`src/rtl/serial_frame_receiver.sv`:
```
// rtl/serial_frame_receiver.sv - framed serial deserializer with valid/ready output holding register
//
// Receives frames of the form: start bit (1), DATA_W data bits MSB first, stop bit (0).
// The line idles at 0. Each bit lasts CLKS_PER_BIT clk cycles. The start bit is
// confirmed at half a bit period, and each later bit is sampled one full period after that.
// A finished word waits in a one-entry holding register until the consumer accepts it.
//
// Optional build macro: SERIAL_FRAME_RECEIVER_PARITY_EN
//   When it is defined, an even-parity bit follows the data bits, and the parity_err port is added.
//
// Ports:
//   clk          system clock, rising edge
//   reset        asynchronous, active-low reset
//   sin          serial line input (idle 0, start 1, stop 0)
//   rx_data      received word; holds steady while rx_valid=1
//   rx_valid     a word is waiting in the holding register
//   rx_ready     the consumer accepts the word on an edge where rx_valid & rx_ready
//   frame_err    one-cycle pulse when the stop bit is bad
//   overrun      sticky flag; set when a good frame is dropped because the register is full
//   clr_overrun  synchronous clear of overrun (a set in the same cycle wins)
//   busy         high in every state except IDLE
//   parity_err   (parity build only) one-cycle pulse when parity fails and the stop bit is good

module serial_frame_receiver #(
    parameter int DATA_W       = 8,
    parameter int CLKS_PER_BIT = 4
) (
    input  logic              clk,
    input  logic              reset,
    input  logic              sin,
    output logic [DATA_W-1:0] rx_data,
    output logic              rx_valid,
    input  logic              rx_ready,
    output logic              frame_err,
    output logic              overrun,
    input  logic              clr_overrun,
`ifdef SERIAL_FRAME_RECEIVER_PARITY_EN
    output logic              parity_err,
`endif
    output logic              busy
);

    localparam int HALF   = CLKS_PER_BIT / 2;
    localparam int CNT_W  = $clog2(CLKS_PER_BIT) + 1;
    localparam int BITS_W = $clog2(DATA_W + 1);

    localparam logic [CNT_W-1:0]  HALF_LAST = CNT_W'(HALF - 1);
    localparam logic [CNT_W-1:0]  BIT_LAST  = CNT_W'(CLKS_PER_BIT - 1);
    localparam logic [BITS_W-1:0] WORD_LAST = BITS_W'(DATA_W - 1);

    typedef enum logic [2:0] {
        ST_IDLE   = 3'd0,
        ST_START  = 3'd1,
        ST_DATA   = 3'd2,
        ST_PARITY = 3'd3,
        ST_STOP   = 3'd4,
        ST_BREAK  = 3'd5
    } state_t;

    state_t              state;
    logic                sin_q;
    logic [CNT_W-1:0]    cnt;
    logic [BITS_W-1:0]   bitcnt;
    logic [DATA_W-1:0]   shreg;
`ifdef SERIAL_FRAME_RECEIVER_PARITY_EN
    logic                par_bit;
`endif
    logic                word_ok;

    // The holding register only accepts a word when the frame checks passed.
`ifdef SERIAL_FRAME_RECEIVER_PARITY_EN
    assign word_ok = ~(^shreg ^ par_bit);
`else
    assign word_ok = 1'b1;
`endif

    assign busy = (state != ST_IDLE);

    always_ff @(posedge clk or negedge reset) begin
        if (!reset) begin
            state     <= ST_IDLE;
            sin_q     <= 1'b0;
            cnt       <= '0;
            bitcnt    <= '0;
            shreg     <= '0;
            rx_data   <= '0;
            rx_valid  <= 1'b0;
            frame_err <= 1'b0;
            overrun   <= 1'b0;
`ifdef SERIAL_FRAME_RECEIVER_PARITY_EN
            par_bit    <= 1'b0;
            parity_err <= 1'b0;
`endif
        end else begin
            sin_q     <= sin;
            frame_err <= 1'b0;
`ifdef SERIAL_FRAME_RECEIVER_PARITY_EN
            parity_err <= 1'b0;
`endif
            // Default handshake: an accepted word leaves the register. The STOP branch
            // below can override this when a new word loads on the same edge.
            if (rx_valid && rx_ready) begin
                rx_valid <= 1'b0;
            end

            // A clear is written first, so that an overrun set later in this block wins.
            if (clr_overrun) begin
                overrun <= 1'b0;
            end

            case (state)
                ST_IDLE: begin
                    if (sin_q) begin
                        state <= ST_START;
                        cnt   <= '0;
                    end
                end

                ST_START: begin
                    if (cnt == HALF_LAST) begin
                        cnt <= '0;
                        if (sin_q) begin
                            state  <= ST_DATA;
                            bitcnt <= '0;
                        end else begin
                            // The line dropped before mid-bit: treat it as a glitch and report nothing.
                            state <= ST_IDLE;
                        end
                    end else begin
                        cnt <= cnt + 1'b1;
                    end
                end

                ST_DATA: begin
                    if (cnt == BIT_LAST) begin
                        cnt    <= '0;
                        shreg  <= {shreg[DATA_W-2:0], sin_q};
                        bitcnt <= bitcnt + 1'b1;
                        if (bitcnt == WORD_LAST) begin
`ifdef SERIAL_FRAME_RECEIVER_PARITY_EN
                            state <= ST_PARITY;
`else
                            state <= ST_STOP;
`endif
                        end
                    end else begin
                        cnt <= cnt + 1'b1;
                    end
                end

`ifdef SERIAL_FRAME_RECEIVER_PARITY_EN
                ST_PARITY: begin
                    if (cnt == BIT_LAST) begin
                        cnt     <= '0;
                        par_bit <= sin_q;
                        state   <= ST_STOP;
                    end else begin
                        cnt <= cnt + 1'b1;
                    end
                end
`endif

                ST_STOP: begin
                    if (cnt == BIT_LAST) begin
                        cnt <= '0;
                        if (!sin_q) begin
                            state <= ST_IDLE;
                            if (word_ok) begin
                                if (!rx_valid || rx_ready) begin
                                    rx_data  <= shreg;
                                    rx_valid <= 1'b1;
                                end else begin
                                    overrun <= 1'b1;
                                end
                            end else begin
`ifdef SERIAL_FRAME_RECEIVER_PARITY_EN
                                parity_err <= 1'b1;
`endif
                            end
                        end else begin
                            // A bad stop bit can only be reported as a framing error.
                            frame_err <= 1'b1;
                            state     <= ST_BREAK;
                        end
                    end else begin
                        cnt <= cnt + 1'b1;
                    end
                end

                ST_BREAK: begin
                    // Hold here until the line falls, so a stuck-high line cannot start a new frame.
                    if (!sin_q) begin
                        state <= ST_IDLE;
                        cnt   <= '0;
                    end
                end

                default: begin
                    state <= ST_IDLE;
                    cnt   <= '0;
                end
            endcase
        end
    end

endmodule

```
`config.mk`:
```
export PLATFORM = sky130hd
export DESIGN_NAME = serial_frame_receiver
export DESIGN_NICKNAME = d
export VERILOG_FILES = /design/src/rtl/serial_frame_receiver.sv
export SDC_FILE = /design/constraint.sdc
export NUM_CORES = 1
export LEC_CHECK = 0
export BUFFER_PORTS_ARGS = -buffer_cell sky130_fd_sc_hd__buf_2
export CELL_PAD_IN_SITES_DETAIL_PLACEMENT = 0
export CELL_PAD_IN_SITES_GLOBAL_PLACEMENT = 1
export CORE_UTILIZATION = 29
export DETAILED_ROUTE_END_ITERATION = 10
export MAX_ROUTING_LAYER = met4
export PLACE_DENSITY = 0.5
export SETUP_SLACK_MARGIN = 0.4
export SLEW_MARGIN = 20
export SYNTH_ARGS = -nofsm -noshare
export SYNTH_HDL_FRONTEND = slang
export SYNTH_SLANG_ARGS = --single-unit
```
`constraint.sdc`:
```
create_clock -name clk -period 1.9 [get_ports clk]
set_clock_uncertainty 0.1 [all_clocks]
set_input_delay 0.38 -clock clk [delete_from_list [all_inputs] [get_ports clk]]
set_output_delay 0.38 -clock clk [all_outputs]
set_load 0.02 [all_outputs]
```
=== Yosys cells after proc, flatten, opt, wreduce, memory -nomap -nowiden ===
Cells that the tools add are included.

* Equality and inequality tests: 14
* Add/sub/neg operators: 2
* Bitwise logic cells: 1
* Mux-type cells: 30
* Reductions and logical operators: 12

{| class="wikitable"
|+ Operator list
! cell !! count
|-
| 3-bit 2-to-1 mux || 10
|-
| 3-bit case mux with 5 select lines || 1
|-
| 2-bit != test, second input constant || 7
|-
| 1-bit 2-to-1 mux || 13
|-
| 4-bit 2-to-1 mux || 3
|-
| 3-bit case mux with 4 select lines || 1
|-
| 4-bit case mux with 2 select lines || 1
|-
| 4-bit AND reduction || 2
|-
| 3-bit by 1-bit == test with 1-bit output, second input constant || 2
|-
| 3-bit by 2-bit == test with 1-bit output, second input constant || 2
|-
| 3-bit == test, second input constant || 2
|-
| 6-bit AND reduction || 1
|-
| 4-bit by 1-bit adder with 4-bit output, second input constant || 1
|-
| 4-bit by 3-bit == test with 1-bit output, second input constant || 1
|-
| 2-bit AND reduction || 2
|-
| 3-bit by 1-bit adder with 3-bit output, second input constant || 1
|-
| 3-bit zero test || 1
|-
| 3-bit nonzero test || 1
|-
| 2-bit 2-to-1 mux || 1
|-
| 2-bit nonzero test || 1
|-
| 2-bit OR reduction || 1
|-
| 1-bit logical AND || 1
|-
| 1-bit zero test || 1
|-
| 1-bit logical OR || 1
|-
| 1-bit NOT || 1
|}

* Output and inout bits: 12
* Input port bits: 5
* Flip-flop bits (word level): 30
* Word-level logic and storage cells: 68

=== Depth between registers and ports, before layout ===
Gate-level depths: netlist of run 1.

* Word-level depth: 6
* Depth in mapped cells: 7
* Gate-level depth less buffers: 6

=== Least setup slack after synthesis of run 1 ===
OpenSTA, ideal clock, no wires.

* Kind: register -> register
* From: register cnt[0]
* To: register rx_data[0]
* Clock period less this slack: 1,730 ps
* Path buffers: 2
* Slack: 170 ps
* Arrival time: 1,505 ps
* Stages on the path, launching flop included: 8
* Data required time: 1,675 ps
* Library setup time: 125 ps
* Path through: dfrtp_1 -> ha_1 -> nor2b_2 -> buf_6 -> nand4b_4 -> nand2b_4 -> buf_6 -> mux2_4

* Word-level cells in the longest chain between the ends: 2

{| class="wikitable"
|+ RTL lines
! what !! line !! source
|-
| start, declared || 62 || <nowiki>logic [CNT_W-1:0] cnt;</nowiki>
|-
| start signal, assigned || 130 || <nowiki>cnt <= cnt + 1'b1;</nowiki>
|-
| start signal, assigned || 147 || <nowiki>cnt <= cnt + 1'b1;</nowiki>
|-
| start signal, assigned || 186 || <nowiki>cnt <= cnt + 1'b1;</nowiki>
|-
| 3-bit by 2-bit == test with 1-bit output || 164 || <nowiki>if (cnt == BIT_LAST) begin</nowiki>
|-
| 4-bit AND reduction (no source line) || n/a ||
|-
| end signal, assigned || 170 || <nowiki>rx_data <= shreg;</nowiki>
|-
| end, declared || 31 || <nowiki>output logic [DATA_W-1:0] rx_data,</nowiki>
|}

No other way between the ends.
A chain may end at the register's enable or synchronous reset.

=== Final worst setup path of run 1 ===
* From: register state[1]
* To: output port busy

* Word-level cells in the longest chain between the ends: 1

{| class="wikitable"
|+ RTL lines
! what !! line !! source
|-
| start, declared || 60 || <nowiki>state_t state;</nowiki>
|-
| start signal, assigned || 81 || <nowiki>state <= ST_IDLE;</nowiki>
|-
| start signal, assigned || 114 || <nowiki>state <= ST_START;</nowiki>
|-
| start signal, assigned || 123 || <nowiki>state <= ST_DATA;</nowiki>
|-
| 3-bit nonzero test || 77 || <nowiki>assign busy = (state != ST_IDLE);</nowiki>
|-
| end, declared || 40 || <nowiki>output logic busy</nowiki>
|}

No other way between the ends.

==> results.yml, run 1 <==
critical_path:
  rrSetupSlack_ns: 0.23
  crit_type: "register to output pin"
  start_kind: "register"
  required_ns: 1.42
  max_stage_delay_ns: 0.42
  cp_cell_sequence: "or3_1 > buf_6"
  crit_arrival_ns: 1.22
  cp_slowest_cell: "dfrtp_2"
  cp_max_fo: 2
  end_kind: "output pin"
synth:
  syn_nets: 129
  synth-edff-count: 0
  ys.flop_type: "dfrtp_1"
  ys_warn_count: 0
  ys_types: 37
  yosysSeqAreaShare_pct: 49.7
  syn_area_sq_um: 1510
  ys_ff_latch: 30
  synth-async-reset-ratio_pct: 100
  syn-instance-count: 119
  avgSynthCellArea_sq_um: 12.7
drt:
  viasPerCell: 4.56
  vias: 1034
  drt_iter0_drc: 32
  drt_pass1_iterations: 4
  wl_per_cell_um: 14.1
  routed_wl_um: 3210
  drc_errors: 0
  ant_nets: 0
sta:
  whs_ns: 0.0334
  slew_headroom_pct: 55.0
  rsz0062_at_grt: "yes"
  fin_crit_sh_pct: 89.4
  fmax_mhz: 589
  drv_slew: 0
  worstMarginPinSlew_ns: 0.676
  hold_viol: 0
  min_period_ns: 1.70
  finalSetupTns_ns: 0
  finalSetupViolCount: 0
cts:
  htree_levels: 2
  clk_pin_slew_ns: 0.07
  cts_root_buf: "clkbuf_8"
  clock_latency_ns: 0.28
  cts_sinks: 30
  clk_path_buf_depth: 2
  cts_tree: "done"
  cts_buffers: 5
  hold_buffers: 0
placement:
  routabilityCongestion: 0.783
  numPortBuffers: 16
  place_area_sq_um: 1650
  dpl.hpwl_um: 1960
global_routing:
  grt_max_degree: 31
  grt_use_total_pct: 13.7
  grt_overflow_total: 0
  use_met3_pct: 4.07
  grt_use_met2_pct: 19.8
  top_usage_layer: "met2"
  antenna_found_initial: 0
  grtUsageMet1_pct: 17.4
  grt_pass1_vias: 1063
  grt_pass1_wl_um: 5290
power_and_ir_drop:
  power_leakage_nw: 1.07
  powerDensity_nw_per_um2: 1270
  vdd_drop_max_mv: 0.588
layout:
  antenna_cells: 0
  syn_to_final_growth_pct: 37.8
  design_area_sq_um: 2080
  multi_input_area_sq_um: 777
  nFillCells: 465
  seqCellArea_sq_um: 754
  final_common_cell: "dfrtp_1"
  final_cell_mix: "dfrtp_1 (27), mux2_4 (16), buf_2 (15)"
  nNetsFinal: 169
  drive_gt1_share_pct: 53.8
job:
  maxCapViolCount: 0
floorplan:
  die_w_um: 74.2
  initial_core_util_pct: 31.0
  dieArea_sq_um: 5500
  top_level_ports: 17
  core_area_sq_um: 4880
  die_h_um: 74.2
  rows: 25
worst_hold_path:
  hold_path.class: "input pin to async pin"
run_status:
  outcome: "complete, no violations"
[power breakdown]
group | switching, mW | internal, mW | total [mW]
Sequential | 0.0791 | 0.733 | 0.812
Combinational | 0.491 | 0.531 | 1.02
Clock | 0.242 | 0.559 | 0.801
[final cells by class]
cell class / count / area share (%)
Sequential cell: 30 / 36.2
Tap cell: 67 / 4.02
Timing Repair Buffer: 38 / 14.9
Inverter: 4 / 0.721
Multi-Input combinational cell: 80 / 37.3
Clock buffer: 6 / 3.96
Clock inverter: 2 / 2.88
[sequential cells by signal (all words and copies together), names as in the netlist]
name and cells:
state 3, overrun 1, frame_err 1, cnt 3
rx_data 8, bitcnt 4, rx_valid 1, shreg 8
sin_q 1
[cell usage after synthesis (2+ instances only)]
| cell | number | area share [%] |
|---|---|---|
| a21oi_1 | 2 | 0.66 |
| buf_6 | 4 | 3.0 |
| dfrtp_1 | 30 | 50 |
| ha_1 | 5 | 4.1 |
| inv_1 | 4 | 0.99 |
| mux2_4 | 16 | 16 |
| nand2_1 | 10 | 2.5 |
| nand3_1 | 2 | 0.66 |
| nor2_1 | 6 | 1.5 |
| nor2b_1 | 2 | 0.83 |
| nor3_1 | 3 | 0.99 |
| o21a_1 | 2 | 0.99 |
| o21ai_0 | 5 | 1.7 |
| o22ai_1 | 4 | 1.7 |
| or3_1 | 2 | 0.83 |
[per-stage QoR]
step	util [%]	instances	power (mW)	setup slack [ns]
2_1_floorplan	-	119	1.29	0.197
3_3_place_gp	33.8	199	1.41	0.173
3_5_place_dp	33.8	199	1.43	0.145
4_1_cts	41.6	225	2.58	0.194
5_1_grt	42.7	227	2.80	0.158
6_report	42.7	227	2.64	0.202
[final timing paths]
path / from / endpoint / cells after the start
max: state[1] / busy / 2
min: reset / cnt[2] / 1
max reg2reg: cnt[0] / rx_data[3] / 5
min reg2reg: rx_data[2] / rx_data[2] / 1
max in group asynchronous: reset / state[2] / 1
min in group clk: sin / sin_q / 1
[per-layer routing]
layer	part of all wire, %	wire length [um]
met4	1.2	40
met3	3.6	115
met2	47	1500
met5	0	0
met1	48	1550
[what timing repair did]
item	4_1_cts	5_1_grt
gates resized for setup	21	8
gates cloned	1	0
setup endpoints to repair	27	27
buffers inserted	17	2
hold endpoints to repair	0	0
pin swaps	13	12
[worst max-delay path, delay by kind of cell (launching register included)]
family	cells	cell delay, ns
AND/OR/NAND/NOR	1	0.38
buffers and inverters	1	0.14
flip-flops	1	0.42
[logic make-up (layout without fill, tap and decap cells)]
logic type | count (synthesis) | after routing | share of synthesized area [%]
compound gates | 19 | 19 | 8.77
fa+ha+maj | 5 | 5 | 4.14
xor+xnor | 1 | 1 | 0.580
simple gates | 38 | 39 | 16.1
flops | 30 | 30 | 49.7
mux | 16 | 16 | 15.9
buf+inv | 10 | 50 | 4.80
Note: power is estimated with default switching activity, not from simulation.
==> inputs of run 2 (changes only) <==
clock period = 1.8 ns   (was 1.9 ns; I/O delays follow)
==> run 2 against run 1 <==
Compared with the run above:
- global-route usage about the same
- total power increased by 0.30%
- via count increased by 2.9%
- critical endpoint is now bitcnt[3]
==> results.yml, run 2 (synthesis results as in run 1) <==
sta:
  rsz0062_at_grt: "yes"
  drv_slew: 0
  worstMarginPinSlew_ns: 0.503
  finalSetupTns_ns: 0
  whs_ns: 0.0841
  finalSetupViolCount: 0
  hold_viol: 0
  worst_slack_ns: 0.138
  fin_crit_sh_pct: 92.3
  min_period_ns: 1.66
  fmax_mhz: 602
  slew_headroom_pct: 66.5
global_routing:
  grt_overflow_total: 0
  antenna_found_initial: 0
  grt_pass1_vias: 1111
  grt_pass1_wl_um: 5350
  grt_max_degree: 24
  grt_use_total_pct: 13.7
power_and_ir_drop:
  netSwitchingFraction_pct: 34.9
  finalPower_mw: 2.64
  power_leakage_nw: 1.10
  pwr-share-clk_pct: 21.8
  p_seq_share_pct: 33.0
  power.switching_uw: 922
  p_int_mw: 1.72
  vdd_drop_max_mv: 0.678
  powerDensity_nw_per_um2: 1220
  combPwrFrac_pct: 45.2
drt:
  wl_per_cell_um: 13.5
  viasPerCell: 4.51
  vias: 1064
  drc_errors: 0
  routed-wl-met3_um: 89
  highest_layer: "met4"
  drt_iter0_drc: 23
  wl_met1_um: 1490
  ant_nets: 0
  drt_pass1_iterations: 4
  wl_met2_um: 1600
  routed_wl_um: 3190
cts:
  clock_latency_ns: 0.28
  cts_root_buf: "clkbuf_8"
  clk_pin_slew_ns: 0.07
  htree_levels: 2
  cts_tree: "done"
  cts_sinks: 30
  cts_buffers: 5
  clk_path_buf_depth: 2
layout:
  design_area_sq_um: 2170
  stdcell_count: 236
  syn_to_final_growth_pct: 43.5
  final_common_cell: "dfrtp_1"
  top_regs: "rx_data (8), shreg (8), bitcnt (4)"
  antenna_cells: 0
  final_cell_mix: "dfrtp_1 (25), buf_4 (20), mux2_4 (16)"
  fin_util_pct: 44.4
  multi_input_area_sq_um: 846
  drive_gt1_share_pct: 60.9
  nFillCells: 496
  seqCellArea_sq_um: 757
  nNetsFinal: 178
critical_path:
  cp_cell_sequence: "ha_4 > nor2b_4 > buf_4 > buf_8 > nand2_8 > nor2_2 > a211o_2"
  cp_max_fo: 6
  r2r-start: "cnt[0]"
  start_kind: "register"
  end_kind: "register"
  cp_slowest_cell: "dfrtp_2"
  startpoint: "cnt[0]"
  crit_arrival_ns: 1.73
  max_stage_delay_ns: 0.45
  required_ns: 1.87
  crit_type: "register to register"
placement:
  placed_cells: 202
  dpl.hpwl_um: 2000
  numPortBuffers: 16
  routabilityCongestion: 0.735
  place_area_sq_um: 1680
  place_ws_ns: 0.0866
floorplan:
  rows: 25
  die_w_um: 74.2
  top_level_ports: 17
  core_area_sq_um: 4880
  initial_core_util_pct: 31.0
  die_h_um: 74.2
  dieArea_sq_um: 5500
job:
  maxCapViolCount: 0
worst_hold_path:
  hold_path.class: "input pin to register"
  min_from: "sin"
run_status:
  outcome: "complete, no violations"
[run 2: repair_timing]
action | in CTS | in global routing
setup buffers | 17 | 7
pin swaps | 16 | 11
cloned | 1 | 0
hold buffers | 1 | 0
setup endpoints to repair | 27 | 29
resized for setup | 23 | 23
hold endpoints to repair | 21 | 0
[run 2: layout make-up]
class                   instances  area share [%]
well taps                      67            3.87
inverters                       4           0.692
flip-flops and latches         30            34.9
multi-input cells              80            39.0
clock inverters                 2           0.577
repair buffers                 47            17.1
clock buffers                   6            3.81
[run 2: worst max-delay path, delay by kind of cell (launching register included)]
| kind | cells | cell delay (ns) |
|---|---|---|
| compound gates | 1 | 0.29 |
| flops | 1 | 0.45 |
| buf+inv | 2 | 0.28 |
| simple gates | 3 | 0.27 |
| fa+ha+maj | 1 | 0.17 |
[run 2: path summary, 6_finish.rpt]
check	endpoint	slack, ns	depth (start not counted)
min in group asynchronous	rx_data[2]	0.47	2
min reg2reg	rx_data[4]	0.41	1
max in group asynchronous	state[1]	0.65	3
min	sin_q	0.08	1
max	bitcnt[3]	0.14	7
max reg2reg	bitcnt[3]	0.14	7
[run 2: power groups by stage]
stage / registers (mW) / logic, mW / clock network, mW
after CTS: 0.851 / 0.970 / 0.590
after detailed placement: 0.908 / 0.628 / 0
after floorplan: 0.862 / 0.521 / 0
final: 0.873 / 1.20 / 0.576
after global placement: 0.905 / 0.625 / 0
after global routing: 0.886 / 1.29 / 0.629
[run 2: layer usage]
layer  global-route usage (%)  vias to the layer above
met2                     21.5                       16
met4                     6.41                        0
li1                         -                      520
met3                     3.66                        2
met1                     16.4                      526
met5                        -                        -
